## src/rtl/rv32i_pkg.sv

```systemverilog
// Shared rv32i definitions used by the data-memory readback engine.
// Provides data/address widths, the dump word-count width and the
// dump controller state encoding.
package rv32i_pkg;

   localparam int DPW       = 32;
   localparam int ADW       = 32;
   localparam int DUMP_CNTW = 16;

   typedef enum logic [1:0] {
      IDLE  = 2'd0,
      RUN   = 2'd1,
      DRAIN = 2'd2
   } dump_state_e;

   // Force a byte address onto a word boundary.
   function automatic logic [ADW-1:0] dump_align(input logic [ADW-1:0] addr);
      return {addr[ADW-1:2], 2'b00};
   endfunction

endpackage

```

## src/rtl/dmem_dump_fifo.sv

```systemverilog
// Output buffer for dmem_dump: synchronous FIFO carrying {last, data}
// with an occupancy count. Storage is cleared by the asynchronous reset
// so the stream outputs read as zero straight out of reset.
module dmem_dump_fifo #(
   parameter int DEPTH = 4,
   parameter int W     = 33
) (
   input  logic                       clk,
   input  logic                       arst,
   input  logic                       push_i,
   input  logic [W-1:0]               push_data_i,
   input  logic                       pop_i,
   output logic [W-1:0]               pop_data_o,
   output logic                       valid_o,
   output logic [$clog2(DEPTH):0]     count_o
);

   localparam int AW = $clog2(DEPTH);
   localparam logic [AW:0] DEPTH_C = (AW+1)'(DEPTH);
   localparam logic [AW:0] ZERO_C  = '0;

   logic [W-1:0]  mem_q [DEPTH];
   logic [AW-1:0] wr_ptr_q;
   logic [AW-1:0] rd_ptr_q;
   logic [AW:0]   count_q;
   logic          do_push_s;
   logic          do_pop_s;

   assign do_push_s  = push_i && (count_q != DEPTH_C);
   assign do_pop_s   = pop_i && (count_q != ZERO_C);
   assign pop_data_o = mem_q[rd_ptr_q];
   assign valid_o    = (count_q != ZERO_C);
   assign count_o    = count_q;

   // Storage, pointers and occupancy; pointers wrap naturally (power-of-two depth).
   always_ff @(posedge clk or posedge arst) begin
      if (arst) begin
         for (int i = 0; i < DEPTH; i++) begin
            mem_q[i] <= '0;
         end
         wr_ptr_q <= '0;
         rd_ptr_q <= '0;
         count_q  <= '0;
      end else begin
         if (do_push_s) begin
            mem_q[wr_ptr_q] <= push_data_i;
            wr_ptr_q        <= wr_ptr_q + (AW)'(1);
         end
         if (do_pop_s) begin
            rd_ptr_q <= rd_ptr_q + (AW)'(1);
         end
         case ({do_push_s, do_pop_s})
            2'b10:   count_q <= count_q + (AW+1)'(1);
            2'b01:   count_q <= count_q - (AW+1)'(1);
            default: count_q <= count_q;
         endcase
      end
   end

endmodule

```

## src/rtl/dmem_dump.sv

```systemverilog
// Data-memory readback engine: sweeps a word-aligned range of data memory
// through a 1-cycle-latency read port and streams the words out on a
// valid/ready interface with a last flag.
// Optional feature macro: DMEM_DUMP_SUM_EN appends a mod-2^32 sum word
// (carrying the last flag) after the data words.
module dmem_dump
   import rv32i_pkg::*;
#(
   parameter int FIFO_DEPTH = 4,
   parameter int CNTW       = DUMP_CNTW
) (
   input  logic            clk,
   input  logic            arst,
   input  logic            start_i,
   input  logic [ADW-1:0]  base_addr_i,
   input  logic [CNTW-1:0] word_count_i,
   output logic            busy_o,
   output logic            done_o,
   output logic            mem_re_o,
   output logic [ADW-1:0]  mem_addr_o,
   input  logic [DPW-1:0]  mem_rdata_i,
   output logic            m_valid_o,
   input  logic            m_ready_i,
   output logic [DPW-1:0]  m_data_o,
   output logic            m_last_o
);

   localparam int CW = $clog2(FIFO_DEPTH) + 1;
   localparam int OW = CW + 1;
   localparam int FW = DPW + 1;
   localparam logic [OW-1:0]   DEPTH_O = OW'(FIFO_DEPTH);
   localparam logic [CNTW-1:0] ONE_C   = CNTW'(1);
   localparam logic [CNTW-1:0] ZERO_C  = '0;
   localparam logic [ADW-1:0]  STEP_C  = ADW'(4);

   dump_state_e     state_q;
   logic            busy_q;
   logic            done_q;
   logic            mem_re_q;
   logic            rvalid_q;     // mem_rdata_i carries a requested word this cycle
   logic [ADW-1:0]  mem_addr_q;
   logic [ADW-1:0]  next_addr_q;
   logic [CNTW-1:0] cnt_q;
   logic [CNTW-1:0] issued_q;
   logic [CNTW-1:0] ret_q;

   logic [CW-1:0]   fifo_count_s;
   logic            fifo_valid_s;
   logic [FW-1:0]   fifo_dout_s;
   logic            push_s;
   logic [FW-1:0]   push_data_s;
   logic            pop_s;
   logic            fire_last_s;
   logic            data_last_s;
   logic [OW-1:0]   occ_s;
   logic            credit_ok_s;
   logic            issue_s;

   // Credit: buffered words plus reads whose data has not yet landed must leave room.
   always_comb begin
      occ_s       = {1'b0, fifo_count_s} + {{(OW-1){1'b0}}, rvalid_q} + {{(OW-1){1'b0}}, mem_re_q};
      credit_ok_s = (occ_s < DEPTH_O);
      issue_s     = (state_q == RUN) && credit_ok_s;
   end

   assign pop_s       = fifo_valid_s && m_ready_i;
   assign fire_last_s = pop_s && fifo_dout_s[DPW];

`ifdef DMEM_DUMP_SUM_EN
   logic [DPW-1:0] sum_q;
   logic           sum_sent_q;
   logic           sum_push_s;

   assign data_last_s = 1'b0;
   assign sum_push_s  = (state_q == DRAIN) && !sum_sent_q && !rvalid_q &&
                        (ret_q == cnt_q) && (fifo_count_s != CW'(FIFO_DEPTH));

   // Running sum of returned words; the sum word is queued once after the data.
   always_ff @(posedge clk or posedge arst) begin
      if (arst) begin
         sum_q      <= '0;
         sum_sent_q <= 1'b0;
      end else if ((state_q == IDLE) && start_i) begin
         sum_q      <= '0;
         sum_sent_q <= 1'b0;
      end else begin
         if (rvalid_q) begin
            sum_q <= sum_q + mem_rdata_i;
         end
         if (sum_push_s) begin
            sum_sent_q <= 1'b1;
         end
      end
   end
`else
   assign data_last_s = (ret_q == cnt_q - ONE_C);
`endif

   // Select what enters the buffer: returned memory data, or the sum word.
   always_comb begin
      push_s      = rvalid_q;
      push_data_s = {data_last_s, mem_rdata_i};
`ifdef DMEM_DUMP_SUM_EN
      if (sum_push_s) begin
         push_s      = 1'b1;
         push_data_s = {1'b1, sum_q};
      end else begin
         push_s      = rvalid_q;
      end
`endif
   end

   dmem_dump_fifo #(
      .DEPTH (FIFO_DEPTH),
      .W     (FW)
   ) u_fifo (
      .clk         (clk),
      .arst        (arst),
      .push_i      (push_s),
      .push_data_i (push_data_s),
      .pop_i       (pop_s),
      .pop_data_o  (fifo_dout_s),
      .valid_o     (fifo_valid_s),
      .count_o     (fifo_count_s)
   );

   // Controller: accepts a start, issues reads under credit, finishes on the last handshake.
   always_ff @(posedge clk or posedge arst) begin
      if (arst) begin
         state_q     <= IDLE;
         busy_q      <= 1'b0;
         done_q      <= 1'b0;
         mem_re_q    <= 1'b0;
         rvalid_q    <= 1'b0;
         mem_addr_q  <= '0;
         next_addr_q <= '0;
         cnt_q       <= '0;
         issued_q    <= '0;
         ret_q       <= '0;
      end else begin
         mem_re_q <= 1'b0;
         rvalid_q <= mem_re_q;
         if (rvalid_q) begin
            ret_q <= ret_q + ONE_C;
         end
         case (state_q)
            IDLE: begin
               done_q <= 1'b0;
               busy_q <= 1'b0;
               if (start_i) begin
                  busy_q   <= 1'b1;
                  cnt_q    <= word_count_i;
                  ret_q    <= '0;
                  issued_q <= '0;
                  if (word_count_i == ZERO_C) begin
                     state_q <= DRAIN;
`ifndef DMEM_DUMP_SUM_EN
                     done_q  <= 1'b1;
`endif
                  end else begin
                     mem_re_q    <= 1'b1;
                     mem_addr_q  <= dump_align(base_addr_i);
                     next_addr_q <= dump_align(base_addr_i) + STEP_C;
                     issued_q    <= ONE_C;
                     state_q     <= (word_count_i == ONE_C) ? DRAIN : RUN;
                  end
               end
            end
            RUN: begin
               if (issue_s) begin
                  mem_re_q    <= 1'b1;
                  mem_addr_q  <= next_addr_q;
                  next_addr_q <= next_addr_q + STEP_C;
                  issued_q    <= issued_q + ONE_C;
                  if (issued_q == cnt_q - ONE_C) begin
                     state_q <= DRAIN;
                  end
               end
            end
            DRAIN: begin
               if (done_q) begin
                  done_q  <= 1'b0;
                  busy_q  <= 1'b0;
                  state_q <= IDLE;
               end else if (fire_last_s) begin
                  done_q <= 1'b1;
               end
            end
            default: begin
               state_q <= IDLE;
               busy_q  <= 1'b0;
               done_q  <= 1'b0;
            end
         endcase
      end
   end

   assign busy_o     = busy_q;
   assign done_o     = done_q;
   assign mem_re_o   = mem_re_q;
   assign mem_addr_o = mem_addr_q;
   assign m_valid_o  = fifo_valid_s;
   assign m_data_o   = fifo_dout_s[DPW-1:0];
   assign m_last_o   = fifo_dout_s[DPW];

endmodule

```

## config.mk

```make
export PLATFORM = sky130hd
export DESIGN_NAME = dmem_dump
export DESIGN_NICKNAME = d
export VERILOG_FILES = /design/src/rtl/rv32i_pkg.sv /design/src/rtl/dmem_dump_fifo.sv /design/src/rtl/dmem_dump.sv
export SDC_FILE = /design/constraint.sdc
export NUM_CORES = 1
export LEC_CHECK = 0
export CAP_MARGIN = 30
export CELL_PAD_IN_SITES_DETAIL_PLACEMENT = 0
export CELL_PAD_IN_SITES_GLOBAL_PLACEMENT = 1
export CORE_ASPECT_RATIO = 0.7
export CORE_MARGIN = 5
export CORE_UTILIZATION = 39
export CTS_BUF_LIST = sky130_fd_sc_hd__clkbuf_16
export CTS_CLUSTER_SIZE = 16
export DETAILED_ROUTE_END_ITERATION = 10
export PLACE_DENSITY = 0.78
export REMOVE_ABC_BUFFERS = 1
export SLEW_MARGIN = 20
export SYNTH_ARGS = -nofsm -noshare
export SYNTH_HDL_FRONTEND = slang
export SYNTH_SLANG_ARGS = --single-unit
```

## constraint.sdc

```tcl
create_clock -name clk -period 11.33 [get_ports clk]
set_input_delay 1.133 -clock clk [delete_from_list [all_inputs] [get_ports clk]]
set_output_delay 1.133 -clock clk [all_outputs]
set_load 0.01 [all_outputs]
```

* Word-level counts from Yosys, hierarchy flattened
Cells that the tools add are included.
** Word-level totals
- Bits in registers :: 257
- Bits in latches :: 0
- RAM bits :: 0
- ROM bits :: 0
- Output and inout port bits :: 69
- Memories :: 0
** Cells by class
- Add/sub/neg operators :: 11
- Multipliers :: 0
- Div/mod/pow operators :: 0
- Order comparisons :: 4
- Equal/unequal tests :: 13
- Shift operators :: 0
- Mux-type cells :: 41
- Bitwise gates (word level) :: 3
- Reduce and logical (&&, ||, !) cells :: 16
** Operator list (count)
- 32-bit two-way mux :: 6
- 132-bit bitwise mux :: 1
- 32-bit case mux with 2 select lines :: 2
- 33-bit two-way mux :: 3
- 16-bit two-way mux :: 5
- 33-bit binary-select mux with 2-bit select :: 1
- 33-bit demux with 2-bit select :: 1
- 32-bit by 3-bit adder with 32-bit output, second input constant :: 2
- 16-bit by 1-bit adder with 16-bit output, second input constant :: 2
- 16-bit == test :: 2
- 16-bit case mux with 2 select lines :: 1
- 16-bit by 1-bit == test with 1-bit output, second input constant :: 1
- 16-bit logical NOT :: 1
- 16-bit by 1-bit subtractor with 16-bit output, second input constant :: 1
- 2-bit two-way mux :: 6
- 1-bit two-way mux :: 10
- 2-bit != test, second input constant :: 4
- 4-bit AND reduction :: 2
- 3-bit greater-or-equal comparator, second input constant :: 2
- 1-bit logical AND :: 6
- 2-bit inverter with 3-bit output :: 2
- 1-bit case mux with 3 select lines :: 2
- 2-bit case mux with 3 select lines :: 1
- 3-bit case mux with 2 select lines :: 1
- other kinds (18) :: 23

* Depth between registers and ports, before layout
- Word-level depth :: 8
- Depth in mapped cells :: 16

* By module
From an unflattened synthesis, not the netlist that was laid out.
** Unflattened totals
- Cell total of the unflattened synthesis :: 1120
- Area total of the unflattened synthesis :: 13063.8 sq um
** By module, submodules not included
- dmem_dump :: times used 1, cells each 762, area an instance 6905.4 sq um, sequential area each 2852.7 sq um
- dmem_dump_fifo :: times used 1, cells each 358, area an instance 6158.4 sq um, sequential area each 3478.3 sq um

* Worst setup path before layout
OpenSTA, ideal clock, no wires.
- Kind :: flip-flop to flip-flop
- From :: reg state_q[0]
- To :: reg next_addr_q[30]
- Setup time :: 0.086 ns
- Arrival time :: 3.569 ns
- Setup slack :: 7.675 ns
- Stages on the path, launching flop included :: 16
- Path buffers :: 4
- Cells stage by stage :: dfrtp_1 -> nor2b_1 -> clkbuf_1 -> clkbuf_1 -> clkbuf_1 -> buf_1 -> nand2_1 -> nand2_1 -> ha_1 -> nand2_1 -> nor3_1 -> o2111ai_1 -> nor4_1 -> nand3_1 -> or3_1 -> a32oi_1
** Between the ends
- Cells in the longest elaborated chain, start to end :: 4
- Elaborated cells on any way between the ends :: 9
** Ends and longest elaborated chain
- from (decl) :: RTL line dmem_dump.sv:36 : dump_state_e state_q;
- from (signal assigned) :: RTL line dmem_dump.sv:165 : state_q <= (word_count_i == ONE_C) ? DRAIN : RUN;
- 2-bit by 1-bit == test with 1-bit output :: RTL line dmem_dump.sv:63, dmem_dump.sv:146
- 1-bit logical AND :: RTL line dmem_dump.sv:63 : issue_s = (state_q == RUN) && credit_ok_s;
- 2-bit != test (no line)
- 4-bit AND reduction (no line)
- to (signal assigned) :: RTL line dmem_dump.sv:163 : next_addr_q <= dump_align(base_addr_i) + STEP_C;
- to (signal assigned) :: RTL line dmem_dump.sv:173 : next_addr_q <= next_addr_q + STEP_C;
- to (decl) :: RTL line dmem_dump.sv:42 : logic [ADW-1:0] next_addr_q;
Several ways; a longest one is shown, not always the timed one.
A chain may end at the register's enable or synchronous reset.

* Worst setup path after layout
- From :: reg state_q[1]
- To :: reg next_addr_q[30]
Same word-level chain as after synthesis.

==> results_tabular.tex <==
\begin{tabular}{lr}
\hline
Metric & Value \\
\hline
\multicolumn{2}{l}{\textbf{Outcome}} \\
\quad Run status & finished clean \\
\multicolumn{2}{l}{\textbf{GRT}} \\
\quad Overflow after GRT & 0 \\
\quad Number of antenna violations at the first check in global routing & 0 \\
\quad Total GRT Usage & 17.0\% \\
\quad Wire length of the first global-routing pass & 52.6 mm \\
\quad Pin count of the biggest net entering global routing & 171 \\
\quad Vias in the first global route & 9,564 \\
\multicolumn{2}{l}{\textbf{Critical path}} \\
\quad CP Launch Type & flip-flop \\
\quad Crit Path Category & reg2reg \\
\quad Maximum fanout count along the critical path & 66 \\
\quad Crit path arrival time & 4520 ps \\
\quad Required arrival time at the worst endpoint & 11,790 ps \\
\quad Endpoint class of the critical path & flip-flop \\
\multicolumn{2}{l}{\textbf{Detailed routing}} \\
\quad Pre-antenna DRT Iters & 5 \\
\quad Per-cell via count in the routed design & 5.47 \\
\quad Routed wirelength normalized by instance count & 18.4 um \\
\quad DRT antenna net count & 0 \\
\quad Via count & 9,662 \\
\quad Violation count after the first detailed-route iteration & 609 \\
\quad DRC violations left & 0 \\
\quad Detailed-route wire length & 32.4 mm \\
\multicolumn{2}{l}{\textbf{Cells and area}} \\
\quad Area of all sequential standard cells & 0.00633 mm\^{}2 \\
\quad Antenna Diode Count & 0 \\
\quad Commonest non-fill, non-tap cells in the layout & dfrtp\_1 (252), mux2\_2 (152), clkdlybuf4s50\_1 (148) \\
\quad Proportion of layout cells with a drive suffix above 1 & 19.4\% \\
\quad Area occupied by multi-input gates & 0.00657 mm\^{}2 \\
\quad Final cell area excluding filler cells & 0.0161 mm\^{}2 \\
\quad Most common library cell in the layout ignoring fill and taps & dfrtp\_1 \\
\quad Fill count & 3,067 \\
\quad Synth-to-layout area growth & 21.4\% \\
\quad Number of nets at the end of the flow & 1,407 \\
\quad Final core utilization & 48.0\% \\
\multicolumn{2}{l}{\textbf{Yosys}} \\
\quad Mapped Area & 0.0132 mm\^{}2 \\
\quad Count of flip-flops with a built-in enable after synthesis & 0 \\
\quad Most frequently used flop master after synthesis & dfrtp\_1 \\
\quad Count of state elements after synthesis & 253 \\
\quad Total number of yosys warnings & 0 \\
\quad Dominant cell type by area after synthesis & dfrtp\_1 \\
\quad Portion of synthesized cell area occupied by the leading cell type & 47.8\% \\
\quad Avg Cell Area, Syn & 11.1 um\^{}2 \\
\quad Sequential area share after synthesis & 47.8\% \\
\quad Ranking of synthesized cells by area & dfrtp\_1 (48\%), mux2\_2 (13\%), mux4\_2 (5.6\%) \\
\quad Async set-or-reset flop fraction in the synthesized netlist & 100\% \\
\quad Post-synthesis cell type count & 78 \\
\quad Syn Inst Count & 1,192 \\
\multicolumn{2}{l}{\textbf{Power and ir drop}} \\
\quad Leakage power & 6.47 nW \\
\quad Comb power frac & 42.5\% \\
\quad Clk pwr share & 21.2\% \\
\quad Relative contribution of sequential cells to total power & 36.3\% \\
\quad Worst IR Drop VDD & 113 uV \\
\quad Switching Share & 34.5\% \\
\quad Net switching power & 1.54 mW \\
\quad Pwr dens & 278 mW/mm\^{}2 \\
\quad Cell-internal power & 2.93 mW \\
\quad Power Total & 4.47 mW \\
\multicolumn{2}{l}{\textbf{Clocking}} \\
\quad Resize count post-CTS & 0 \\
\quad Post-CTS setup buffer count & 0 \\
\quad Clock tree from TritonCTS & built \\
\quad Total of hold buffers inserted after clock tree synthesis & 0 \\
\quad Clock sink count & 253 \\
\quad Clock transition at path regs & 70 ps \\
\quad Maximum clock insertion buffer count & 3 \\
\quad Total CTS buffers & 28 \\
\quad Insertion delay to the later sink of the worst-skew pair & 550 ps \\
\quad Htree depth & 1 \\
\quad Library cell used as clock root buffer & clkbuf\_16 \\
\multicolumn{2}{l}{\textbf{Timing}} \\
\quad Setup-violating endpoint count in the final report & 0 \\
\quad Clock skew & 11.3 ps \\
\quad Share of the clock period used by the worst path after layout & 35.8\% \\
\quad Unrepaired setup endpoints after global routing & false \\
\quad Minimum clock period after layout & 4060 ps \\
\quad Post-Route Setup TNS & 0 ps \\
\quad Slew Limit Headroom & 38.3\% \\
\quad Final max-slew violation count & 0 \\
\quad Fmax achieved & 247 MHz \\
\quad Number of failing hold endpoints at the final stage & 0 \\
\quad Worst slew pin tran & 926 ps \\
\quad Worst hold slack & 435 ps \\
\multicolumn{2}{l}{\textbf{Floorplan}} \\
\quad Floorplan Core Area & 0.0335 mm\^{}2 \\
\quad Horiz. Die Dim & 230 um \\
\quad Die Y-Extent & 164 um \\
\quad Number of top-level pins & 153 \\
\quad Std-Cell Rows & 56 \\
\quad Starting utilization of the core area & 39.5\% \\
\quad Die Outline Area & 0.0378 mm\^{}2 \\
\multicolumn{2}{l}{\textbf{Run}} \\
\quad Number of max-cap violations & 0 \\
\multicolumn{2}{l}{\textbf{Min path}} \\
\quad Type of the tightest min-delay check & reg2reg \\
\multicolumn{2}{l}{\textbf{Placed design}} \\
\quad Port Buffer Count & 148 \\
\quad Post-placement cell area & 0.0151 mm\^{}2 \\
\quad Global placement routability congestion & 0.799 \\
\quad Final HPWL DP & 21.7 mm \\
\hline
\end{tabular}
-- worst max-delay path, stage by stage, from the launching register on --
cell	delay, ps
dfrtp_1	540
nand2b_2	310
buf_4	630
mux2i_1	580
o2111ai_1	480
nor4_1	480
buf_4	240
nand3_1	110
or3_1	380
a32oi_1	190
-- state kept, by name, indices dropped and copies added (netlist names) --
name / flops
busy_o: 1
done_o: 1
mem_re_o: 1
u_fifo.rd_ptr_q: 2
mem_addr_o: 30
u_fifo.mem_q: 132
u_fifo.count_o: 3
ret_q: 16
issued_q: 16
cnt_q: 16
state_q: 2
next_addr_q: 30
u_fifo.wr_ptr_q: 2
push_s: 1
-- worst paths after layout --
path	start	to	slack, ps	cells after the start
setup / recovery	state_q[1]	next_addr_q[30]	7270	9
hold / removal	mem_re_o	push_s	430	0
setup reg to reg	state_q[1]	next_addr_q[30]	7270	9
hold reg to reg	mem_re_o	push_s	430	0
max in group asynchronous	arst	u_fifo.rd_ptr_q[0]	8920	3
min in group asynchronous	arst	next_addr_q[23]	1060	2
-- synth_stat cells, drive strengths merged, types with 3 or more instances --
cell type	count
xor2	35
nor3	22
ha	10
mux2	152
o311ai	5
a211oi	3
nor2	100
and2	21
nor2b	6
a31oi	20
nand3	27
nor4	14
buf	21
a21oi	52
inv	16
o211ai	7
nand2b	6
nand2	104
o21ai	49
a211o	3
o2111ai	6
o31ai	13
xnor2	39
nor3b	7
mux2i	28
a21o	3
and3	10
dfrtp	253
mux4	33
nand4	19
clkbuf	52
or4	7
or3	7
-- power by group through the flow --
stage	clock (mW)	combinational [mW]	sequential [mW]
2_1_floorplan	0	1.18	1.60
3_3_place_gp	0	1.87	1.61
3_5_place_dp	0	1.92	1.63
4_1_cts	0.981	1.93	1.62
5_1_grt	1.02	2.07	1.67
6_report	0.949	1.90	1.62
-- routing by layer --
layer | wire length, um | GRT usage, % | share of wire (%)
met2 | 14900 | 26.6 | 46
met3 | 1420 | 3.21 | 4.4
met1 | 15700 | 25.3 | 48
met5 | 0 | 0 | 0
met4 | 411 | 2.63 | 1.3
-- stage by stage --
stage / std cells / setup slack [ps]
after global routing: 1767 / 6990
final: 1767 / 7270
after floorplan: 1120 / 3240
after CTS: 1767 / 7310
after global placement: 1717 / 6780
after detailed placement: 1717 / 6730
-- area by class of cell --
type,instances,share of cell area [%]
Clock buffer,29,4.52
Multi-Input combinational cell,851,40.9
Timing Repair Buffer,162,9.95
Tap cell,435,3.39
Sequential cell,253,39.4
Clock inverter,21,1.40
Inverter,16,0.421
-- kinds of logic (layout without fill, tap and decap cells) --
family                     after synthesis  count (layout)  share of synthesized area, %
and+or+nand+nor                        363             363                          13.7
DFF                                    253             253                          47.8
muxes                                  213             213                          20.7
AOI/OAI and AO/OA                      187             187                          8.91
buffers and inverters                   89             228                          2.75
xor gates and xnor gates                75              75                          5.07
adders and majority gates               11              11                          1.10
other                                    1               2                        0.0283
Note: power is estimated with default switching activity, not from simulation.
